[config.mk]
export PLATFORM = sky130hd
export DESIGN_NAME = mem_access
export DESIGN_NICKNAME = d
export VERILOG_FILES = /design/src/rtl/mem_access.sv
export SDC_FILE = /design/constraint.sdc
export NUM_CORES = 1
export LEC_CHECK = 0
export BUFFER_PORTS_ARGS = -buffer_cell sky130_fd_sc_hd__buf_2
export CAP_MARGIN = 20
export CORE_MARGIN = 4
export CORE_UTILIZATION = 43
export CTS_CLUSTER_DIAMETER = 60
export DETAILED_ROUTE_END_ITERATION = 6
export PLACE_DENSITY = 0.78
export SLEW_MARGIN = 10
export SYNTH_ARGS = -nofsm -noshare
export SYNTH_HDL_FRONTEND = slang
export SYNTH_SLANG_ARGS = --single-unit
export TNS_END_PERCENT = 10
[constraint.sdc]
create_clock -name clk -period 1.9 [get_ports clk]
set_clock_uncertainty 0.15 [all_clocks]
set_input_delay 0.19 -clock clk [delete_from_list [all_inputs] [get_ports clk]]
set_output_delay 0.19 -clock clk [all_outputs]
set_load 0.03 [all_outputs]
[src/rtl/mem_access.sv]
// Memory-access pipeline stage: single-outstanding req/ack data bus with byte lanes,
// load alignment/extension and a one-cycle writeback pulse. Optional: MEM_MISALIGN_CHECK_EN.
module mem_access (
  input  logic        clk,
  input  logic        rst,
  input  logic        ex_valid_i,
  output logic        ex_ready_o,
  input  logic        mem_read_i,
  input  logic        mem_write_i,
  input  logic [2:0]  funct3_i,
  input  logic [31:0] alu_result_i,
  input  logic [31:0] mem_write_data_i,
  input  logic        reg_write_i,
  input  logic [4:0]  rd_addr_i,
  output logic        dmem_req_o,
  output logic        dmem_we_o,
  output logic [31:0] dmem_addr_o,
  output logic [3:0]  dmem_be_o,
  output logic [31:0] dmem_wdata_o,
  input  logic        dmem_ack_i,
  input  logic [31:0] dmem_rdata_i,
  output logic        wb_valid_o,
  output logic        wb_reg_write_o,
  output logic [4:0]  wb_rd_addr_o,
  output logic [31:0] wb_data_o,
  output logic        misalign_o
);

  typedef enum logic [1:0] {StIdle, StBus, StDone} state_e;

  state_e      state_q, state_d;
  logic        we_q, we_d;
  logic [31:0] addr_q, addr_d;
  logic [3:0]  be_q, be_d;
  logic [31:0] wdata_q, wdata_d;
  logic [2:0]  funct3_q, funct3_d;
  logic [1:0]  off_q, off_d;
  logic        wb_reg_write_q, wb_reg_write_d;
  logic [4:0]  wb_rd_q, wb_rd_d;
  logic [31:0] wb_data_q, wb_data_d;
  logic        misalign_q, misalign_d;

  logic        is_store, mem_op, mis_access;
  logic [3:0]  store_be;
  logic [31:0] store_wdata;
  logic [7:0]  lane8;
  logic [15:0] lane16;
  logic [31:0] load_data;

  // A store wins when both read and write are flagged.
  assign is_store = mem_write_i;
  assign mem_op   = mem_read_i | mem_write_i;

`ifdef MEM_MISALIGN_CHECK_EN
  assign mis_access = mem_op &
                      (((funct3_i[1:0] == 2'b01) & alu_result_i[0]) |
                       (funct3_i[1] & (alu_result_i[1:0] != 2'b00)));
`else
  assign mis_access = 1'b0;
`endif

  always_comb begin
    store_be    = 4'b1111;
    store_wdata = mem_write_data_i;
    case (funct3_i[1:0])
      2'b00: begin
        store_be    = 4'b0001 << alu_result_i[1:0];
        store_wdata = {4{mem_write_data_i[7:0]}};
      end
      2'b01: begin
        store_be    = alu_result_i[1] ? 4'b1100 : 4'b0011;
        store_wdata = {2{mem_write_data_i[15:0]}};
      end
      default: ;
    endcase
  end

  always_comb begin
    lane8     = dmem_rdata_i[8*off_q +: 8];
    lane16    = off_q[1] ? dmem_rdata_i[31:16] : dmem_rdata_i[15:0];
    load_data = dmem_rdata_i;
    case (funct3_q[1:0])
      2'b00:   load_data = {{24{lane8[7] & ~funct3_q[2]}}, lane8};
      2'b01:   load_data = {{16{lane16[15] & ~funct3_q[2]}}, lane16};
      default: ;
    endcase
  end

  always_comb begin
    state_d        = state_q;
    we_d           = we_q;
    addr_d         = addr_q;
    be_d           = be_q;
    wdata_d        = wdata_q;
    funct3_d       = funct3_q;
    off_d          = off_q;
    wb_reg_write_d = wb_reg_write_q;
    wb_rd_d        = wb_rd_q;
    wb_data_d      = wb_data_q;
    misalign_d     = misalign_q;
    unique case (state_q)
      StIdle: begin
        if (ex_valid_i) begin
          wb_rd_d    = rd_addr_i;
          wb_data_d  = alu_result_i;
          misalign_d = 1'b0;
          if (!mem_op) begin
            wb_reg_write_d = reg_write_i;
            state_d        = StDone;
          end else if (mis_access) begin
            wb_reg_write_d = 1'b0;
            misalign_d     = 1'b1;
            state_d        = StDone;
          end else begin
            we_d           = is_store;
            addr_d         = {alu_result_i[31:2], 2'b00};
            be_d           = is_store ? store_be : 4'b1111;
            wdata_d        = is_store ? store_wdata : 32'h0;
            funct3_d       = funct3_i;
            off_d          = alu_result_i[1:0];
            wb_reg_write_d = is_store ? 1'b0 : reg_write_i;
            state_d        = StBus;
          end
        end
      end
      StBus: begin
        if (dmem_ack_i) begin
          if (!we_q) wb_data_d = load_data;
          state_d = StDone;
        end
      end
      StDone: state_d = StIdle;
      default: state_d = StIdle;
    endcase
  end

  always_ff @(posedge clk) begin
    if (rst) begin
      state_q        <= StIdle;
      we_q           <= 1'b0;
      addr_q         <= '0;
      be_q           <= '0;
      wdata_q        <= '0;
      funct3_q       <= '0;
      off_q          <= '0;
      wb_reg_write_q <= 1'b0;
      wb_rd_q        <= '0;
      wb_data_q      <= '0;
      misalign_q     <= 1'b0;
    end else begin
      state_q        <= state_d;
      we_q           <= we_d;
      addr_q         <= addr_d;
      be_q           <= be_d;
      wdata_q        <= wdata_d;
      funct3_q       <= funct3_d;
      off_q          <= off_d;
      wb_reg_write_q <= wb_reg_write_d;
      wb_rd_q        <= wb_rd_d;
      wb_data_q      <= wb_data_d;
      misalign_q     <= misalign_d;
    end
  end

  assign ex_ready_o     = (state_q == StIdle) & ~rst;
  assign dmem_req_o     = (state_q == StBus);
  assign dmem_we_o      = we_q;
  assign dmem_addr_o    = addr_q;
  assign dmem_be_o      = be_q;
  assign dmem_wdata_o   = wdata_q;
  assign wb_valid_o     = (state_q == StDone);
  assign wb_reg_write_o = wb_reg_write_q;
  assign wb_rd_addr_o   = wb_rd_q;
  assign wb_data_o      = wb_data_q;
  assign misalign_o     = misalign_q & (state_q == StDone);

endmodule

-- After elaboration in Yosys (flattened, before gate mapping)
Cells that the tools add are included.
Widths: inputs -> output; s select.
- bits in registers: 112
- bits in latches: 0
- memory bits (writable): 0
- memory bits (read-only): 0
- input bits: 111
- output and inout bits: 111
- logic and storage cells: 50
- memories: 0
- add/subtract/negate cells: 0
- multipliers: 0
- div/mod/pow operators: 0
- magnitude comparators: 0
- eq/ne operators: 7
- shift operators: 2
- muxes and demuxes: 17
- bitwise logic cells: 6
- reduce and logical (&&, ||, !) cells: 8
- operators by type and width (cell ; number):
    $pmux 32 s2 ; 3
    $mux 32 ; 4
    $shiftx 32x6->8 ; 1
    $mux 16 ; 1
    $mux 4 ; 2
    $pmux 4 s2 ; 1
    $eq 2x1->1 const B ; 3
    $logic_not 2->1 ; 3
    $mux 2 ; 3
    $ne 2x2->1 const B ; 2
    $pmux 2 s2 ; 1
    $reduce_and 2->1 ; 2
    $reduce_and 4->1 ; 1
    $shl 1x2->4 const A ; 1
    $and 1x1->1 ; 3
    $reduce_and 3->1 ; 1
    $eq 2x2->1 const B ; 1
    $mux 1 ; 2
    $ne 2x1->1 const B ; 1
    $not 1->1 ; 2
    $reduce_bool 2->1 ; 1
    $or 1x1->1 ; 1

-- Longest topological paths before layout
Gate-level depths: netlist of run 1.
- word-level depth: 6
- gate-level depth with buffers: 7
- depth with buffers taken out: 5

-- Least setup slack after synthesis of run 1
No wires, ideal clock.
- path kind: reg2reg
- from: register we_q (netlist: dmem_we_o)
- to: register wb_data_q[20] (netlist: wb_data_o[20])
- library setup time: 0.134 ns
- data arrival time: 1.484 ns
- data required time: 1.616 ns
- path slack: 0.132 ns
- stages on the path, launching flop included: 6
- buffers on the path: 1
- period minus slack after synthesis: 1.768 ns
- cells stage by stage: dfxtp_1 -> nand4bb_1 -> and2_4 -> a31oi_2 -> buf_2 -> a211oi_1
- word-level cells in the longest chain between the ends: 2
- ends and longest elaborated chain (what ; line ; RTL):
    start: declaration ; 32 ; logic we_q, we_d;
    start signal: assignment ; 152 ; we_q <= we_d;
    $ne 2x2->1 (no source line) ; -- ;
    $reduce_and 4->1 (no source line) ; -- ;
    end signal: assignment ; 160 ; wb_data_q <= wb_data_d;
    end: declaration ; 40 ; logic [31:0] wb_data_q, wb_data_d;
Every way passes these cells.
A chain may end at the register's enable or synchronous reset.

-- Final worst setup path of run 1
- from: register state_q[1]
- to: output port dmem_req_o
- word-level cells in the longest chain between the ends: 1
- ends and longest elaborated chain (what ; line ; RTL):
    start: declaration ; 31 ; state_e state_q, state_d;
    start signal: assignment ; 139 ; state_q <= StIdle;
    start signal: assignment ; 151 ; state_q <= state_d;
    $eq 2x1->1 ; 166 ; assign dmem_req_o = (state_q == StBus);
    end: declaration ; 15 ; output logic dmem_req_o,
Every way passes these cells.

==> results of run 1 <==
## placed cells by master, fill, tap and decap left out, drive strengths merged, types with 6 or more instances in the layout
cell type,count
a211o,6
a211oi,21
a21oi,54
a221oi,12
a22oi,32
buf,247
clkbuf,15
dfxtp,112
dlygate4sd3,46
mux2,23
mux2i,18
nand2,142
nand3b,7
nor2,70
nor3,6
o211ai,8
o21ai,29
o22ai,8
or3,6
## routing by layer
layer	track usage	wire length (um)
met2	0.412	8660
met3	0.0612	1600
met1	0.300	7350
met5	0	0
met4	0.118	680
## state kept, by name, indices dropped and copies added (netlist names)
name,flops
state_q,2
dmem_addr_o,30
wb_data_o,32
funct3_q,3
dmem_wdata_o,32
wb_rd_addr_o,5
dmem_be_o,4
off_q,2
dmem_we_o,1
wb_reg_write_o,1
## per-stage QoR
stage / cell area, um2 / setup TNS, ps / hold WS [ps] / worst slack, ps
after floorplan: 5250 / 0 / 176 / 132
after global placement: 6530 / 0 / 281 / 132
after detailed placement: 6530 / 0 / 289 / 120
after CTS: 7310 / 0 / 6.94 / 9.80
after global routing: 7350 / -52.8 / 43.1 / -22.9
final: 7350 / 0 / 27.7 / 79.7
## critical path: stages (launching register included)
cell	delay, ps
dfxtp_1	320
buf_4	150
nand2b_1	180
inv_2	90
buf_12	170
clkbuf_4	210
## cell families (layout without fill, tap and decap cells)
logic type | after synthesis | after routing | share of synthesized area
compound gates | 177 | 177 | 0.219
buf+inv | 64 | 316 | 0.0615
flops | 112 | 112 | 0.427
mux | 41 | 41 | 0.0837
other cells | 1 | 3 | 0.000715
simple gates | 252 | 252 | 0.208
## worst min-delay path by stage
stage,start,to,slack [ps],depth (start not counted)
detailed placement,rd_addr_i[3],wb_rd_addr_o[3]$_SDFFE_PP0P_,290,3
global placement,rd_addr_i[3],wb_rd_addr_o[3]$_SDFFE_PP0P_,280,3
CTS,mem_write_data_i[3],dmem_wdata_o[3]$_SDFFE_PP0P_,7,3
global route,mem_write_data_i[4],dmem_wdata_o[4]$_SDFFE_PP0P_,40,3
finish,mem_write_data_i[3],dmem_wdata_o[3]$_SDFFE_PP0P_,30,3
floorplan,alu_result_i[1],off_q[1]$_SDFFE_PP0P_,180,2
## what timing repair did
action / CTS / global route
gates resized for setup: 0 / 4
hold buffers: 46 / 0
endpoints found under the hold margin: 53 / 0
setup endpoints to repair: 0 / 24
buffers inserted: 0 / 1
## power by group
part | internal (mW) | leakage [nW] | switching, mW
Combinational | 0.632 | 2.24 | 1.03
Clock | 1.19 | 0.154 | 0.855
Sequential | 2.52 | 0.919 | 0.0968
Total | 4.35 | 3.31 | 1.98
## final cells by class
class / instances / area [um2] / area share
Multi-Input combinational cell: 473 / 2710 / 0.368
Timing Repair Buffer: 295 / 1880 / 0.256
Inverter: 5 / 18.8 / 0.00255
Tap cell: 147 / 184 / 0.0250
Clock inverter: 3 / 65.1 / 0.00885
Sequential cell: 112 / 2240 / 0.305
Clock buffer: 13 / 250 / 0.0340
==> results.toml, run 1 <==
[critical_path]
crit_path_end = "dmem_req_o"
cp_max_fo = 26
end_kind = "primary output"
r2r_cells = 5
r2r-end = "wb_data_o[13]$_SDFFE_PP0P_"
crit_arrival_ps = 1480
worst_r2r_startpoint = "state_q[1]$_SDFFE_PP0P_"
critPathLaunchType = "flip-flop"
r2r_slack_ps = 90
critical_path_class = "flip-flop to primary output"
required_ps = 1560
crit_start = "state_q[1]$_SDFFE_PP0P_"

[die]
initial_core_util = 0.438
core_um2 = 12000
die_area_um2 = 14000
io_pins = 222
fp-row-count = 40
chipWidth_um = 118
die_h_um = 118

[global_routing]
gr-total-overflow = 0
grt_max_degree = 53
grt_usage = 0.248
grt_pass1_vias = 5392
antenna_found_initial = 0
grt_pass1_wl_um = 28200

[sta]
timing.final.hold_violations = 0
finalCritPeriodShare = 0.958
layout_min_cycle_time_ps = 1820
rsz0062_at_grt = "true"
setup_violations = 0
tightest_slew_ps = 508
slew_headroom = 0.660
drv_slew = 0
fmax_mhz = 549

[clock_network]
ctsLongestPathBuffers = 2
h-tree-depth = 3
clkLatencyLatePin_ps = 350
cts.sinks = 112
cts_buffers = 9
clk_root_buffer_cell = "clkbuf_16"
clkSlewWorstSetupHoldPaths_ps = 70
cts_tree = "done"

[pwr]
power_leakage_nw = 3.31
totalPowerFinal_mw = 6.33
peakVddDrop_mv = 0.366
power.density_nw_per_um2 = 861

[worst_hold_path]
worstHoldPathType = "input port to flip-flop"

[placed_design]
numPortBuffers = 218
gp_congestion = 0.927
dp.final_hpwl_um = 12800
dp_cells = 984

[yosys]
synth_top_area_frac = 0.427
syn-cell-area_um2 = 5250
synth_edf_count = 0
ys_seq_area_frac = 0.427
yosysTopAreaCell = "dfxtp_1"
dominantRegCellSynth = "dfxtp_1"
yosysMostFrequentCell = "nand2_1"
avgSynthCellArea_um2 = 8.11
synth_area_leaders = "dfxtp_1, nand2_1, a21oi_1, mux2_2, nor2_1"
yosysUniqueCellTypes = 45
synth_common_cells = "nand2_1, dfxtp_1, nor2_1, a21oi_1"
synth_cells = 647
ys_ff_latch = 112
synthArstFlopShare = 0
synth_warnings = 0

[run_status]
outcome = "finished, final reports clean"

[finish]
nets = 1007
layout.cells.non_filler = 1048
final_util = 0.614
area_growth_pct = 40.1
n_antenna_cell = 0
drive_above_1_share = 0.330
fillCellCount = 1036

[drt]
finalWirelength_um = 18300
drc = 0
vias = 5719
ant_nets = 0
wl_per_cell_um = 17.4
first_iter_violations = 516
drt_pass1_iterations = 5
vias_per_cell = 5.46

[run]
max-cap-violations = 0
Power figures use the tool's default switching activity.
==> inputs of run 2 (changes only) <==
--- a/config.mk
+++ b/config.mk
@@ -7,7 +7,6 @@
 export LEC_CHECK = 0
 export BUFFER_PORTS_ARGS = -buffer_cell sky130_fd_sc_hd__buf_2
 export CAP_MARGIN = 20
-export CORE_MARGIN = 4
 export CORE_UTILIZATION = 43
 export CTS_CLUSTER_DIAMETER = 60
 export DETAILED_ROUTE_END_ITERATION = 6
==> run 2 against run 1 <==
  * Wire length fell by 4.1%
  * Critical path depth rose by 1
  * Register-to-register slack is essentially flat
  * Sequential power is essentially flat
  * Non-clock buffer count decreased by 3
  * Worst setup slack better by 13 ps
  * First-iteration DRC count is 1.7% lower
  * Clock power grew 9%
  * Sequential share of layout area fell by 0.12 points
  * Worst hold slack got worse by 0.50 ps
  * Maximum frequency rose by 0.73%
  * Utilization increased by 1.8 points
  * Critical path type is now flip-flop to flip-flop
  * Critical endpoint is now wb_data_o[31]$_SDFFE_PP0P_
  * Largest cell class unchanged
==> results.toml, run 2 (same netlist as run 1, synthesis figures left out) <==
[global_routing]
grt.met1_usage = 0.334
grt_pass1_wl_um = 27400
grt_usage = 0.275
grt_pass1_vias = 5337
gr-total-overflow = 0
antenna_found_initial = 0
grt_max_degree = 59
met3_usage = 0.0616
top_usage_layer = "met2"
met2_usage = 0.474

[critical_path]
cp_max_fo = 21
slowest_delay_ps = 360
critPathTopFamily = "multiplexers"
critical_path.n_buffers_inverters = 2
r2r_slack_ps = 90
required_ps = 1970
critical_path_class = "flip-flop to flip-flop"
cp_common_cell = "buf_12"
slowest_stage = "dfxtp_1"
crit_arrival_ps = 1880
end_kind = "flip-flop"
critPathLaunchType = "flip-flop"
cp_cell_sequence = "buf_12 -> mux2i_2 -> mux2i_1 -> a31oi_2 -> buf_12 -> a211oi_1"

[die]
die_h_um = 112
die_area_um2 = 12600
chipWidth_um = 112
core_um2 = 11700
initial_core_util = 0.450
fp-row-count = 39
io_pins = 222

[sta]
finalCritPeriodShare = 0.951
timing.final.hold_violations = 0
fmax_mhz = 553
layout_min_cycle_time_ps = 1810
setup_tns_ps = 0
slew_headroom = 0.665
final.setup.worst_slack_ps = 93.0
setup_violations = 0
tightest_slew_ps = 500
drv_slew = 0
rsz0062_at_grt = "false"

[pwr]
internal_power_mw = 4.52
p_clk_frac = 0.342
p_comb_frac = 0.255
totalPowerFinal_mw = 6.50
switching_share = 0.305
p_seq_frac = 0.403
power.density_nw_per_um2 = 881
peakVddDrop_mv = 0.436
power_switching_mw = 1.98
power_leakage_nw = 3.31

[drt]
first_iter_violations = 507
wl_per_cell_um = 16.8
vias_per_cell = 5.47
drt_pass1_iterations = 5
drc = 0
vias = 5698
ant_nets = 0
finalWirelength_um = 17500

[placed_design]
gp_congestion = 0.903
numPortBuffers = 218
dpl_worst_slack_ps = 63.9
dp.final_hpwl_um = 12300

[clock_network]
cts_buffers = 9
h-tree-depth = 3
ctsLongestPathBuffers = 2
cts.sinks = 112
clk_root_buffer_cell = "clkbuf_16"
clkSlewWorstSetupHoldPaths_ps = 70
cts_tree = "done"
clkLatencyLatePin_ps = 350

[run_status]
outcome = "finished, final reports clean"

[run]
max-cap-violations = 0

[finish]
area_growth_pct = 40.7
n_antenna_cell = 0
drive_above_1_share = 0.329
nets = 1004
final_common_cell = "buf_2"
layout_common_cells = "buf_2, nand2_1, dfxtp_1"

[worst_hold_path]
worstHoldPathType = "input port to flip-flop"
[run 2: routing by layer]
metal  share of wire  vias to the layer above
met4           0.020                        0
met1            0.41                     2654
met5               0                        -
met2            0.48                      267
li1                -                     2755
met3           0.085                       22
[run 2: worst register-to-register path, cell delays in order (launching register included)]
cell and delay, ps:
dfxtp_1 360, buf_12 180, mux2i_2 330, mux2i_1 160
a31oi_2 250, buf_12 170, a211oi_1 80
[run 2: layout make-up]
class	instances	area (um2)
inverters	5	18.8
well taps	143	179
multi-input cells	473	2710
fillers	1018	4280
clock buffers	12	256
flip-flops and latches	112	2240
repair buffers	292	1880
clock inverters	4	98.8
[run 2: path summary, 6_finish.rpt]
check                                                   from  cells after the start                           end
worst max register to register         off_q[1]$_SDFFE_PP0P_                      6    wb_data_o[31]$_SDFFE_PP0P_
worst max-delay path                   off_q[1]$_SDFFE_PP0P_                      6    wb_data_o[31]$_SDFFE_PP0P_
worst min register to register  dmem_addr_o[24]$_SDFFE_PP0P_                      2  dmem_addr_o[24]$_SDFFE_PP0P_
worst min-delay path                             funct3_i[1]                      3      funct3_q[1]$_SDFFE_PP0P_
[run 2: timing repair]
action	4_1_cts	5_1_grt
hold buffers	46	0
endpoints found under the setup margin	0	15
buffers inserted	0	0
resized for setup	0	2
endpoints found under the hold margin	53	0
[run 2: power groups by stage]
stage          Clock [mW]  Combinational, mW  Sequential (mW)
2_1_floorplan           0              0.692             2.98
3_3_place_gp            0               1.55             2.67
3_5_place_dp            0               1.56             2.67
4_1_cts              2.27               1.64             2.62
5_1_grt              2.36               1.78             2.64
6_report             2.23               1.66             2.62
[run 2: through the flow]
step	instances	hold slack, ps	area (um2)	util
after floorplan	649	176	5250	-
after CTS	1041	6.45	7370	0.632
after detailed placement	979	288	6560	0.562
final	1041	27.2	7380	0.633
after global placement	979	285	6560	0.562
after global routing	1041	17.6	7380	0.633
